### config.mk
export PLATFORM = sky130hd
export DESIGN_NAME = mul10_seq
export DESIGN_NICKNAME = d
export VERILOG_FILES = /design/src/rtl/mul10_seq.sv
export SDC_FILE = /design/constraint.sdc
export NUM_CORES = 1
export LEC_CHECK = 0
export CAP_MARGIN = 10
export CELL_PAD_IN_SITES_DETAIL_PLACEMENT = 1
export CELL_PAD_IN_SITES_GLOBAL_PLACEMENT = 2
export CORE_UTILIZATION = 30
export CTS_BUF_LIST = sky130_fd_sc_hd__clkbuf_8 sky130_fd_sc_hd__clkbuf_16
export DETAILED_ROUTE_END_ITERATION = 12
export MAX_ROUTING_LAYER = met4
export PLACE_DENSITY_LB_ADDON = 0.08
export SETUP_SLACK_MARGIN = 0.4
export SLEW_MARGIN = 20
export SYNTH_ARGS = -nofsm -noshare
export SYNTH_HDL_FRONTEND = slang
export SYNTH_HIERARCHICAL = 1
export SYNTH_SLANG_ARGS = --single-unit
### constraint.sdc
create_clock -name clock -period 6.2 [get_ports clock]
set_input_delay 0.93 -clock clock [delete_from_list [all_inputs] [get_ports clock]]
set_output_delay 0.93 -clock clock [all_outputs]
set_load 0.02 [all_outputs]
### src/rtl/mul10_seq.sv
// Sequenced 10x10 unsigned multiplier: four 5x5 partial products are pushed
// through one shared Wallace-tree multiplier and summed into a 20-bit accumulator.

module mul5x5_wallace (
  input  logic [4:0] x,
  input  logic [4:0] y,
  output logic [9:0] p,
  output logic       cout
);

  logic [10:0] row [5];
  logic [10:0] s1, c1, s2, c2, s3, c3;

  function automatic logic [10:0] csa_sum(input logic [10:0] u, v, w);
    return u ^ v ^ w;
  endfunction

  function automatic logic [10:0] csa_carry(input logic [10:0] u, v, w);
    return ((u & v) | (u & w) | (v & w)) << 1;
  endfunction

  always_comb begin
    for (int i = 0; i < 5; i++) begin
      row[i] = y[i] ? (11'(x) << i) : 11'd0;
    end
  end

  // Three carry-save levels reduce five rows to two, then one carry-propagate add.
  assign s1 = csa_sum(row[0], row[1], row[2]);
  assign c1 = csa_carry(row[0], row[1], row[2]);
  assign s2 = csa_sum(s1, c1, row[3]);
  assign c2 = csa_carry(s1, c1, row[3]);
  assign s3 = csa_sum(s2, c2, row[4]);
  assign c3 = csa_carry(s2, c2, row[4]);

  assign {cout, p} = s3 + c3;

endmodule

module mul10_seq (
  input  logic        clock,
  input  logic        reset,
  input  logic        in_valid,
  output logic        in_ready,
  input  logic [9:0]  a,
  input  logic [9:0]  b,
  output logic        out_valid,
  input  logic        out_ready,
  output logic [19:0] product,
  output logic        busy
);

  typedef enum logic [2:0] {IDLE, LL, LH, HL, HH, DONE} state_t;

  state_t      state, state_nx;
  logic [9:0]  a_r, b_r;
  logic [4:0]  mx, my;
  logic [9:0]  pp;
  logic        pp_cout;
  logic [19:0] pp_ext, addend, acc;

  mul5x5_wallace u_mul (
    .x    (mx),
    .y    (my),
    .p    (pp),
    .cout (pp_cout)
  );

  always_ff @(posedge clock) begin
    if (reset) state <= IDLE;
    else       state <= state_nx;
  end

  always_comb begin
    state_nx = state;
    case (state)
      IDLE:    if (in_valid) state_nx = LL;
      LL:      state_nx = LH;
      LH:      state_nx = HL;
      HL:      state_nx = HH;
      HH:      state_nx = DONE;
      DONE:    if (out_ready) state_nx = IDLE;
      default: state_nx = IDLE;
    endcase
  end

  assign in_ready  = (state == IDLE);
  assign out_valid = (state == DONE);
  assign busy      = (state != IDLE);

  // cout is always zero for 5-bit operands, so folding it into the add is free.
  assign pp_ext = 20'({pp_cout, pp});

  always_comb begin
    mx     = a_r[4:0];
    my     = b_r[4:0];
    addend = 20'd0;
    case (state)
      LL: addend = pp_ext;
      LH: begin
        my     = b_r[9:5];
        addend = pp_ext << 5;
      end
      HL: begin
        mx     = a_r[9:5];
        addend = pp_ext << 5;
      end
      HH: begin
        mx     = a_r[9:5];
        my     = b_r[9:5];
        addend = pp_ext << 10;
      end
      default: addend = 20'd0;
    endcase
  end

  always_ff @(posedge clock) begin
    if (reset) begin
      acc <= 20'd0;
      a_r <= 10'd0;
      b_r <= 10'd0;
    end else if (state == IDLE) begin
      if (in_valid) begin
        a_r <= a;
        b_r <= b;
        acc <= 20'd0;
      end
    end else begin
      acc <= acc + addend;
    end
  end

  assign product = acc;

endmodule

* After elaboration in Yosys (flattened, before gate mapping)
Cells that the tools add are included.
** Operators by class
- Add/subtract/negate cells :: 2
- Mux-type cells :: 13
- Reductions and logical operators :: 7
- Eq/ne operators :: 7
- Bitwise logic cells :: 21
** Operators with widths (number)
- $and A10 B10 Y10 :: 7
- $or A10 B10 Y10 :: 6
- $pmux W20 S3 :: 1
- $mux W20 :: 2
- $xor A11 B11 Y11 :: 3
- $add A20 B20 Y20 :: 1
- $and A10 B9 Y10 :: 2
- $pmux W3 S6 :: 1
- $mux W5 :: 3
- $add A11 B11 Y11 :: 1
- $xor A11 B7 Y11 :: 1
- $xor A11 B8 Y11 :: 1
- $xor A11 B9 Y11 :: 1
- $mux W9 :: 1
- $mux W8 :: 1
- $mux W7 :: 1
- $eq A3 B2 Y1 const B :: 2
- $eq A3 B3 Y1 const B :: 2
- $mux W3 :: 2
- $mux W6 :: 1
- $reduce_or A2 Y1 :: 3
- $reduce_and A2 Y1 :: 2
- $eq A3 B1 Y1 const B :: 1
- $logic_not A3 Y1 :: 1
- 3 further kinds :: 3
** Word-level totals
- Logic and storage cells :: 54
- Bits of input ports :: 24
- Bits in registers :: 43
- Output and inout bits :: 23

* Depth between registers and ports, before layout
Gate-level depths: netlist of the first run.
- Depth in word-level cells :: 17
- Gate-level depth with buffers :: 27
- Depth with buffers taken out :: 25

* Modules after synthesis
Netlist of the first run, hierarchy kept.
** By module, submodules not included
- mul10_seq :: area an instance 2870.3 um^2, cells each 370, times used 1
- mul5x5_wallace :: area an instance 620.6 um^2, cells each 74, times used 1

* Worst setup path after synthesis of the first run
Ideal clock, no wire load.
- Path type :: register -> register
- Start :: reg state[0]
- End :: reg acc[19], in the netlist product[19]
- Stages on the path, launching flop included :: 28
- Slack :: 364 ps
- Required time :: 6078 ps
- Period minus slack after synthesis :: 5836 ps
- Setup time :: 122 ps
- Data arrival time :: 5714 ps
- Path through :: dfxtp_1 > clkbuf_1 > nor2_1 > clkbuf_1 > nand2_1 > nand2_1 > mux2_2 > nand2_1 > fa_1 > inv_1 > fa_1 > inv_1 > fa_1 > inv_1 > ha_1 > fa_1 > a21o_1 > a21oi_1 > xnor2_1 > a22oi_1 > nor2_1 > ha_1 > o21ai_0 > nor2_1 > o41ai_4 > o211ai_2 > mux2_4 > a311o_1
** Between the ends
- Longest elaborated chain between the ends :: 17
** RTL lines
- start: declaration :: RTL line 55 : state_t state, state_nx;
- start signal: assignment :: RTL line 71 : else state <= state_nx;
- $eq A3 B3 Y1 or $eq A3 B2 Y1 (tied branches) :: RTL line 98 : case (state)
- $reduce_or A2 Y1 (no source line) (*)
- $mux W5 (*) :: RTL line 98
- net mx[2] :: RTL line 57 : logic [4:0] mx, my;
- $mux W5, or another cell as far along :: RTL line 24 : row[i] = y[i] ? (11'(x) << i) : 11'd0;
- $and A10 B10 Y10 :: RTL line 19 : return ((u & v) | (u & w) | (v & w)) << 1;
- $or A10 B10 Y10 (2 in a row) :: RTL line 19
- $and A10 B10 Y10 :: RTL line 19
- $or A10 B10 Y10 (2 in a row) :: RTL line 19
- $and A10 B10 Y10 :: RTL line 19
- $or A10 B10 Y10 (2 in a row) :: RTL line 19
- $add A11 B11 Y11 (*) :: RTL line 36 : assign {cout, p} = s3 + c3;
- net pp[8] :: RTL line 58 : logic [9:0] pp;
- $pmux W20 S3 (*) :: RTL line 98
- $add A20 B20 Y20 (*) :: RTL line 129 : acc <= acc + addend;
- $mux W20 (*) :: RTL line 122 : end else if (state == IDLE) begin
- end signal: assignment :: RTL line 129
- end: declaration :: RTL line 60 : logic [19:0] pp_ext, addend, acc;
The timed path passes the listed nets; every way through them passes the cells marked *.
A chain may end at the register's enable or synchronous reset.

* Final worst setup path of the first run
- Start :: reg state[1]
- End :: reg acc[19], in the netlist product[19]
** Between the ends
- Longest elaborated chain between the ends :: 17
** RTL lines (RTL line)
- $eq A3 B3 Y1 or $eq A3 B2 Y1 (tied branches) :: 98
- $reduce_or A2 Y1 (no source line) (*)
- $mux W5 (*) :: 98
- net my[2] :: 57
- $mux W7 (*) :: 24
- $and A10 B10 Y10 :: 19
- $or A10 B10 Y10 (2 in a row) :: 19
- $and A10 B10 Y10 :: 19
- $or A10 B10 Y10 (2 in a row) :: 19
- $and A10 B10 Y10 :: 19
- $or A10 B10 Y10 (2 in a row) :: 19
- $add A11 B11 Y11 (*) :: 36
- net pp[7] :: 58
- $pmux W20 S3 (*) :: 98
- $add A20 B20 Y20 (*) :: 129
- $mux W20 (*) :: 122
Marks and branches as above.

==> out/metrics.yaml, run 1 <==
clocking:
  cts-root-buf: "clkbuf_16"
  clkLatencyLatePin_ns: 0.30
  clockBufferDepth: 2
  cts_num_sinks: 43
  cts_tree: "yes"
  clkTransAtPathRegs_ns: 0.07
  cts_buffers: 5
  h-tree-depth: 2
  hold_buffers: 0
worst_setup_path:
  r2r-start: "state[1]"
  cp.arrival_ns: 5.81
  endpoint_kind: "flop"
  cp-start-kind: "flop"
  crit_required_ns: 6.39
  critPathLaunch: "state[1]"
  path_max_fanout: 6
  r2r_slack_ns: 0.57
  cp-endpoint: "product[19]"
  r2r_cells: 23
  setup.worst_path.class: "reg2reg"
  r2r_end: "product[19]"
outcome:
  status: "complete, no violations"
drt:
  first_pass_iters: 4
  finalWirelength_um: 10800
  drcViolationCount: 0
  drt_iter0_markers: 137
  vias: 3272
  ant_nets: 0
  wire_per_inst_um: 17.0
  via_per_inst: 5.14
power:
  p_per_area_nw_per_um2: 183
  ir_worst_vdd_mv: 0.0834
  leakagePower_nw: 1.84
final_layout:
  areaGrowthSynthToFinish_pct: 30.0
  diodes: 0
  multi_input_area_um2: 2640
  num-fill-cells: 1374
  final_cell_count_no_fill: 636
  final_common_cell: "nand2_1"
  seq_area_um2: 872
  nNetsFinal: 557
  layout-drive-gt1-share_pct: 16.0
  final_cell_mix: "83 x nand2_1, 46 x clkdlybuf4s50_1, 40 x a21oi_1, 40 x dfxtp_1, 25 x nor2_1"
  design_area_um2: 4540
sta:
  layout_setup_ws_ns: 0.573
  worstMarginPinSlew_ns: 0.747
  final.min_clock_period_ns: 5.63
  setup-tns-final_ns: 0
  skew_ns: 0.00515
  setup_violations: 0
  fin_crit_sh_pct: 90.8
  grt_setup_unrepaired: "yes"
  slew_violations: 0
  timing.fmax_mhz: 178
  timing_hold_violations_final: 0
  whs_ns: 0.454
  slew_headroom_pct: 50.1
yosys:
  synth_cell_type_count: 56
  syn_nets: 509
  synth_edf_count: 0
  avgSynthCellArea_um2: 7.86
  syn_inst: 444
  async_flop_share_pct: 0
  ys.warnings.count: 6
  synth_seq_cells: 43
  synth.cell_area_um2: 3490
  ys_seq_area_share_pct: 24.7
  ys.flop_type: "dfxtp_1"
placement:
  post_dp_cell_area_um2: 4090
  gp_congestion: 0.851
  place_inst: 619
  post-dp-hpwl_um: 8450
  portBuffers: 46
  dp_slack_ns: 0.0598
floorplanning:
  initial_utilization_pct: 30.7
  die_w_um: 110
  ios: 47
  die-height_um: 110
  core_region_area_um2: 11400
  die_area_um2: 12100
  rows: 39
global_routing:
  grt_usage_pct: 19.4
  antenna_found_initial: 0
  grt_max_degree: 33
  grt_pass1_wl_um: 17100
  overflow: 0
  grt_pass1_vias: 3261
run:
  drv_cap: 0
worst_hold_path:
  hold_path.class: "reg2reg"
## kinds of logic (layout without fill, tap and decap cells)
family / count (synthesis) / after routing / synth area share, %
and+or+nand+nor: 175 / 175 / 22.7
AOI/OAI and AO/OA: 112 / 112 / 21.9
buffers and inverters: 44 / 93 / 5.30
DFF: 43 / 43 / 24.7
adders and majority gates: 41 / 41 / 17.5
xor gates and xnor gates: 17 / 17 / 4.27
muxes: 11 / 11 / 3.66
other: 1 / 1 / 0.107
## critical path, cell delays in order, from the launching register on
cell and delay, ns:
dfxtp_4 0.37, xnor2_2 0.15, nor2_4 0.16, mux2_4 0.36, buf_4 0.15, and2_1 0.13, ha_1 0.28, inv_1 0.07
fa_1 0.44, fa_1 0.55, inv_1 0.07, ha_1 0.28, a211o_1 0.32, o21ai_2 0.09, xnor2_2 0.18, a22oi_1 0.11
nor2_1 0.23, ha_4 0.26, o21ai_4 0.14, nor2_1 0.09, o41ai_4 0.32, o211ai_2 0.17, mux2_4 0.32, a311o_1 0.28
## area by class of cell
class / instances / share of cell area (%)
timing repair buffer: 62 / 12.9
inverter: 23 / 2.01
tap: 143 / 3.94
sequential: 43 / 19.2
clock buffer: 5 / 2.76
clock inverter: 3 / 1.05
multi-input combinational: 357 / 58.1
## synth_stat cells (all sizes together) (2+ instances only)
| cell | instances | share of area (%) |
|---|---|---|
| dfxtp | 43 | 25 |
| o31ai | 2 | 0.43 |
| mux2 | 11 | 3.7 |
| xnor2 | 13 | 3.3 |
| a221oi | 2 | 0.68 |
| xor2 | 4 | 1.0 |
| a32o | 6 | 1.7 |
| nand3b | 2 | 0.43 |
| o21a | 4 | 0.86 |
| nor3 | 6 | 0.86 |
| fa | 13 | 7.5 |
| clkbuf | 15 | 1.6 |
| nand3 | 16 | 2.3 |
| o21ai | 18 | 2.7 |
| a21o | 5 | 1.1 |
| nor2b | 4 | 0.72 |
| a22oi | 6 | 1.3 |
| ha | 28 | 10 |
| nand2b | 3 | 0.54 |
| inv | 23 | 2.6 |
| or3 | 2 | 0.36 |
| buf | 5 | 0.75 |
| o211ai | 6 | 1.4 |
| nand2 | 86 | 9.2 |
| and2 | 18 | 3.3 |
| a211oi | 3 | 0.93 |
| a211o | 2 | 0.50 |
| and3 | 6 | 1.1 |
| a21oi | 44 | 6.3 |
| a31oi | 4 | 0.72 |
| nor2 | 30 | 3.4 |
| nand4 | 2 | 0.36 |
## metrics by stage
step / power [mW] / util, %
2_1_floorplan: 0.430 / -
3_3_place_gp: 0.498 / 36.0
3_5_place_dp: 0.499 / 36.0
4_1_cts: 0.834 / 38.2
5_1_grt: 0.878 / 39.9
6_report: 0.831 / 39.9
## repair_timing
item,in CTS,in global routing
setup buffers,2,7
cloned,0,0
pin swaps,7,26
resized for setup,16,36
setup endpoints to repair,5,8
## worst min path at each step
stage,slack [ns],cells after the start,from,endpoint
after floorplan,0.43,2,a_r[5],a_r[5]
after global placement,0.44,2,b_r[0],b_r[0]
after detailed placement,0.45,2,a_r[6],a_r[6]
after CTS,0.46,2,a_r[6],a_r[6]
after global routing,0.47,2,a_r[6],a_r[6]
final,0.45,2,b_r[4],b_r[4]
## report_power, final
part / total (mW) / internal (mW) / switching [mW]
combinational: 0.204 / 0.0816 / 0.123
clock: 0.322 / 0.193 / 0.129
sequential: 0.305 / 0.292 / 0.0129
## metal layers
| metal | GRT usage (%) | wire [um] | share of wire, % | vias to the layer above |
|---|---|---|---|---|
| li1 | - | - | - | 1632 |
| met1 | 27.5 | 5640 | 52 | 1583 |
| met2 | 28.3 | 4740 | 44 | 46 |
| met3 | 3.14 | 316 | 2.9 | 11 |
| met4 | 5.05 | 131 | 1.2 | 0 |
| met5 | - | 0 | 0 | - |
## registers in the layout, indices dropped and copies added, names as in the netlist
register,flops
a_r,10
b_r,10
state,3
product,20
Power figures use the tool's default switching activity.
==> run 2, diff against run 1 <==
CORE_UTILIZATION = 35   (was 30)
clock period = 7.2 ns   (was 6.2 ns; I/O delays follow)
==> run 2 against run 1 <==
  * Clock skew is 0.0012 ns higher
  * Clock-buffer cell count unchanged
  * Via count rose by 0.58%
  * Final area decreased by 8.5%
  * Non-clock buffer count decreased by 12
  * Global-route usage grew 2.1 points
==> out/metrics.yaml, run 2 (synthesis gave the netlist of run 1 again) <==
outcome:
  status: "complete, no violations"  # unchanged
final_layout:
  areaGrowthSynthToFinish_pct: 18.9  # was 30.0%
  layout-drive-gt1-share_pct: 7.69  # was 16.0%
  num-fill-cells: 1222  # was 1374
  diodes: 0  # unchanged
  design_area_um2: 4150  # was 4540 um2
  nNetsFinal: 545  # was 557
  final_common_cell: "nand2_1"  # unchanged
  final_cell_count_no_fill: 614  # was 636
  final_cell_mix: "86 x nand2_1, 46 x clkdlybuf4s50_1, 44 x a21oi_1"  # was 83 x nand2_1, 46 x clkdlybuf4s50_1, 40 x a21oi_1, 40 x dfxtp_1, 25 x nor2_1
  largest_register_ffs: 20  # unchanged
power:
  p_per_area_nw_per_um2: 142  # was 183 nW/um2
  p_int_mw: 0.379  # was 0.566 mW
  pwr-share-comb_pct: 26.6  # was 24.6%
  swShare_pct: 35.4  # was 31.9%
  p_sw_mw: 0.208  # was 0.265 mW
  clkPwrFrac_pct: 28.8  # was 38.7%
  leakagePower_nw: 1.72  # was 1.84 nW
  ir_worst_vdd_mv: 0.0785  # was 0.0834 mV
  p_seq_share_pct: 44.5  # was 36.7%
  finalPower_mw: 0.588  # was 0.831 mW
clocking:
  cts_num_sinks: 43  # unchanged
  cts-root-buf: "clkbuf_8"  # was clkbuf_16
  clockBufferDepth: 2  # unchanged
  cts_resized: 0  # was 16
  post_cts_buffers: 0  # was 2
  cts_buffers: 5  # unchanged
  clkTransAtPathRegs_ns: 0.10  # was 0.07 ns
  h-tree-depth: 2  # unchanged
  cts_tree: "yes"  # unchanged
  hold_buffers: 0  # unchanged
  clkLatencyLatePin_ns: 0.31  # was 0.30 ns
drt:
  wire_per_inst_um: 16.5  # was 17.0 um
  drcViolationCount: 0  # unchanged
  vias: 3291  # was 3272
  drt_iter0_markers: 102  # was 137
  first_pass_iters: 4  # unchanged
  via_per_inst: 5.36  # was 5.14
  ant_nets: 0  # unchanged
  finalWirelength_um: 10100  # was 10800 um
worst_setup_path:
  cp-start-kind: "flop"  # unchanged
  endpoint_kind: "flop"  # unchanged
  cp.arrival_ns: 6.54  # was 5.81 ns
  crit_required_ns: 7.40  # was 6.39 ns
  cpPeakStageDelay_ns: 0.54  # was 0.55 ns
  cpMaxStageDelayCell: "fa_1"  # unchanged
  crit_path_frequent_cell: "fa_1"
  setup.worst_path.class: "reg2reg"  # unchanged
  path_max_fanout: 11  # was 6
sta:
  setup-tns-final_ns: 0  # unchanged
  setup_violations: 0  # unchanged
  layout_setup_ws_ns: 0.860  # was 0.573 ns
  worstMarginPinSlew_ns: 0.676  # was 0.747 ns
  timing_hold_violations_final: 0  # unchanged
  fin_crit_sh_pct: 88.1  # was 90.8%
  grt_setup_unrepaired: "no"  # was yes
  slew_violations: 0  # unchanged
  skew_ns: 0.00632  # was 0.00515 ns
  final.min_clock_period_ns: 6.34  # was 5.63 ns
  timing.fmax_mhz: 158  # was 178 MHz
  slew_headroom_pct: 54.8  # was 50.1%
floorplanning:
  rows: 36  # was 39
  die-height_um: 102  # was 110 um
  ios: 47  # unchanged
  die_w_um: 102  # was 110 um
  core_region_area_um2: 9730  # was 11400 um2
  die_area_um2: 10400  # was 12100 um2
  initial_utilization_pct: 35.9  # was 30.7%
placement:
  dp_slack_ns: 0.665  # was 0.0598 ns
  portBuffers: 46  # unchanged
  gp_congestion: 0.872  # was 0.851
  post-dp-hpwl_um: 7990  # was 8450 um
  place_inst: 606  # was 619
  post_dp_cell_area_um2: 4050  # was 4090 um2
global_routing:
  grtUsageMet2_pct: 31.2  # was 28.3%
  overflow: 0  # unchanged
  antenna_found_initial: 0  # unchanged
  busiest_layer: "met1"  # was met2
  grt_max_degree: 34  # was 33
  grt_usage_pct: 21.5  # was 19.4%
  grtUsageMet1_pct: 31.8  # was 27.5%
  grt_pass1_vias: 3226  # was 3261
  grtUsageMet3_pct: 2.26  # was 3.14%
  grt_pass1_wl_um: 16700  # was 17100 um
run:
  drv_cap: 0  # unchanged
worst_hold_path:
  hold_path.class: "reg2reg"  # unchanged
==> run 2: area by class of cell <==
cell class                      count  area (um2)  share of cell area, %
Clock buffer                        5        68.8                   1.66
Inverter                           23        91.3                   2.20
Timing Repair Buffer               50         490                   11.8
Tap cell                          133         166                   4.01
Clock inverter                      3        23.8                  0.573
Sequential cell                    43         862                   20.8
Multi-Input combinational cell    357        2450                   59.0
==> run 2: routing by layer <==
layer | part of all wire [%] | up-vias | wire length, um
li1 | - | 1618 | -
met1 | 53 | 1607 | 5370
met2 | 43 | 57 | 4370
met3 | 2.8 | 9 | 286
met4 | 1.0 | 0 | 104
met5 | 0 | - | 0
==> run 2: critical path, delay by kind of cell, from the launching register on <==
kind                     cells  cell delay, ns
multiplexers                 2            0.58
AND/OR/NAND/NOR              6            1.04
buffers and inverters        3            0.15
flip-flops                   1            0.41
AO/OA/AOI/OAI                7            1.44
adder cells (fa/ha/maj)      6            2.39
XOR/XNOR                     1            0.20
==> run 2: final timing paths <==
kind / startpoint / end / slack (ns) / cells after the start
max: state[0] / product[19] / 0.86 / 25
min: a_r[5] / a_r[5] / 0.46 / 2
max reg2reg: state[0] / product[19] / 0.86 / 25
min reg2reg: a_r[5] / a_r[5] / 0.46 / 2
==> run 2: per-stage QoR <==
step	utilization, %	hold slack, ns
after floorplan	-	0.433
after global placement	41.7	0.448
after detailed placement	41.7	0.448
after CTS	42.6	0.462
after global routing	42.7	0.482
final	42.7	0.461
==> run 2: power groups by stage <==
stage                     registers, mW  clock network [mW]  logic [mW]
after floorplan                   0.262                   0       0.107
after global placement            0.267                   0       0.155
after detailed placement          0.267                   0       0.157
after CTS                         0.262               0.176       0.158
after global routing              0.264               0.186       0.174
final                             0.262               0.169       0.157
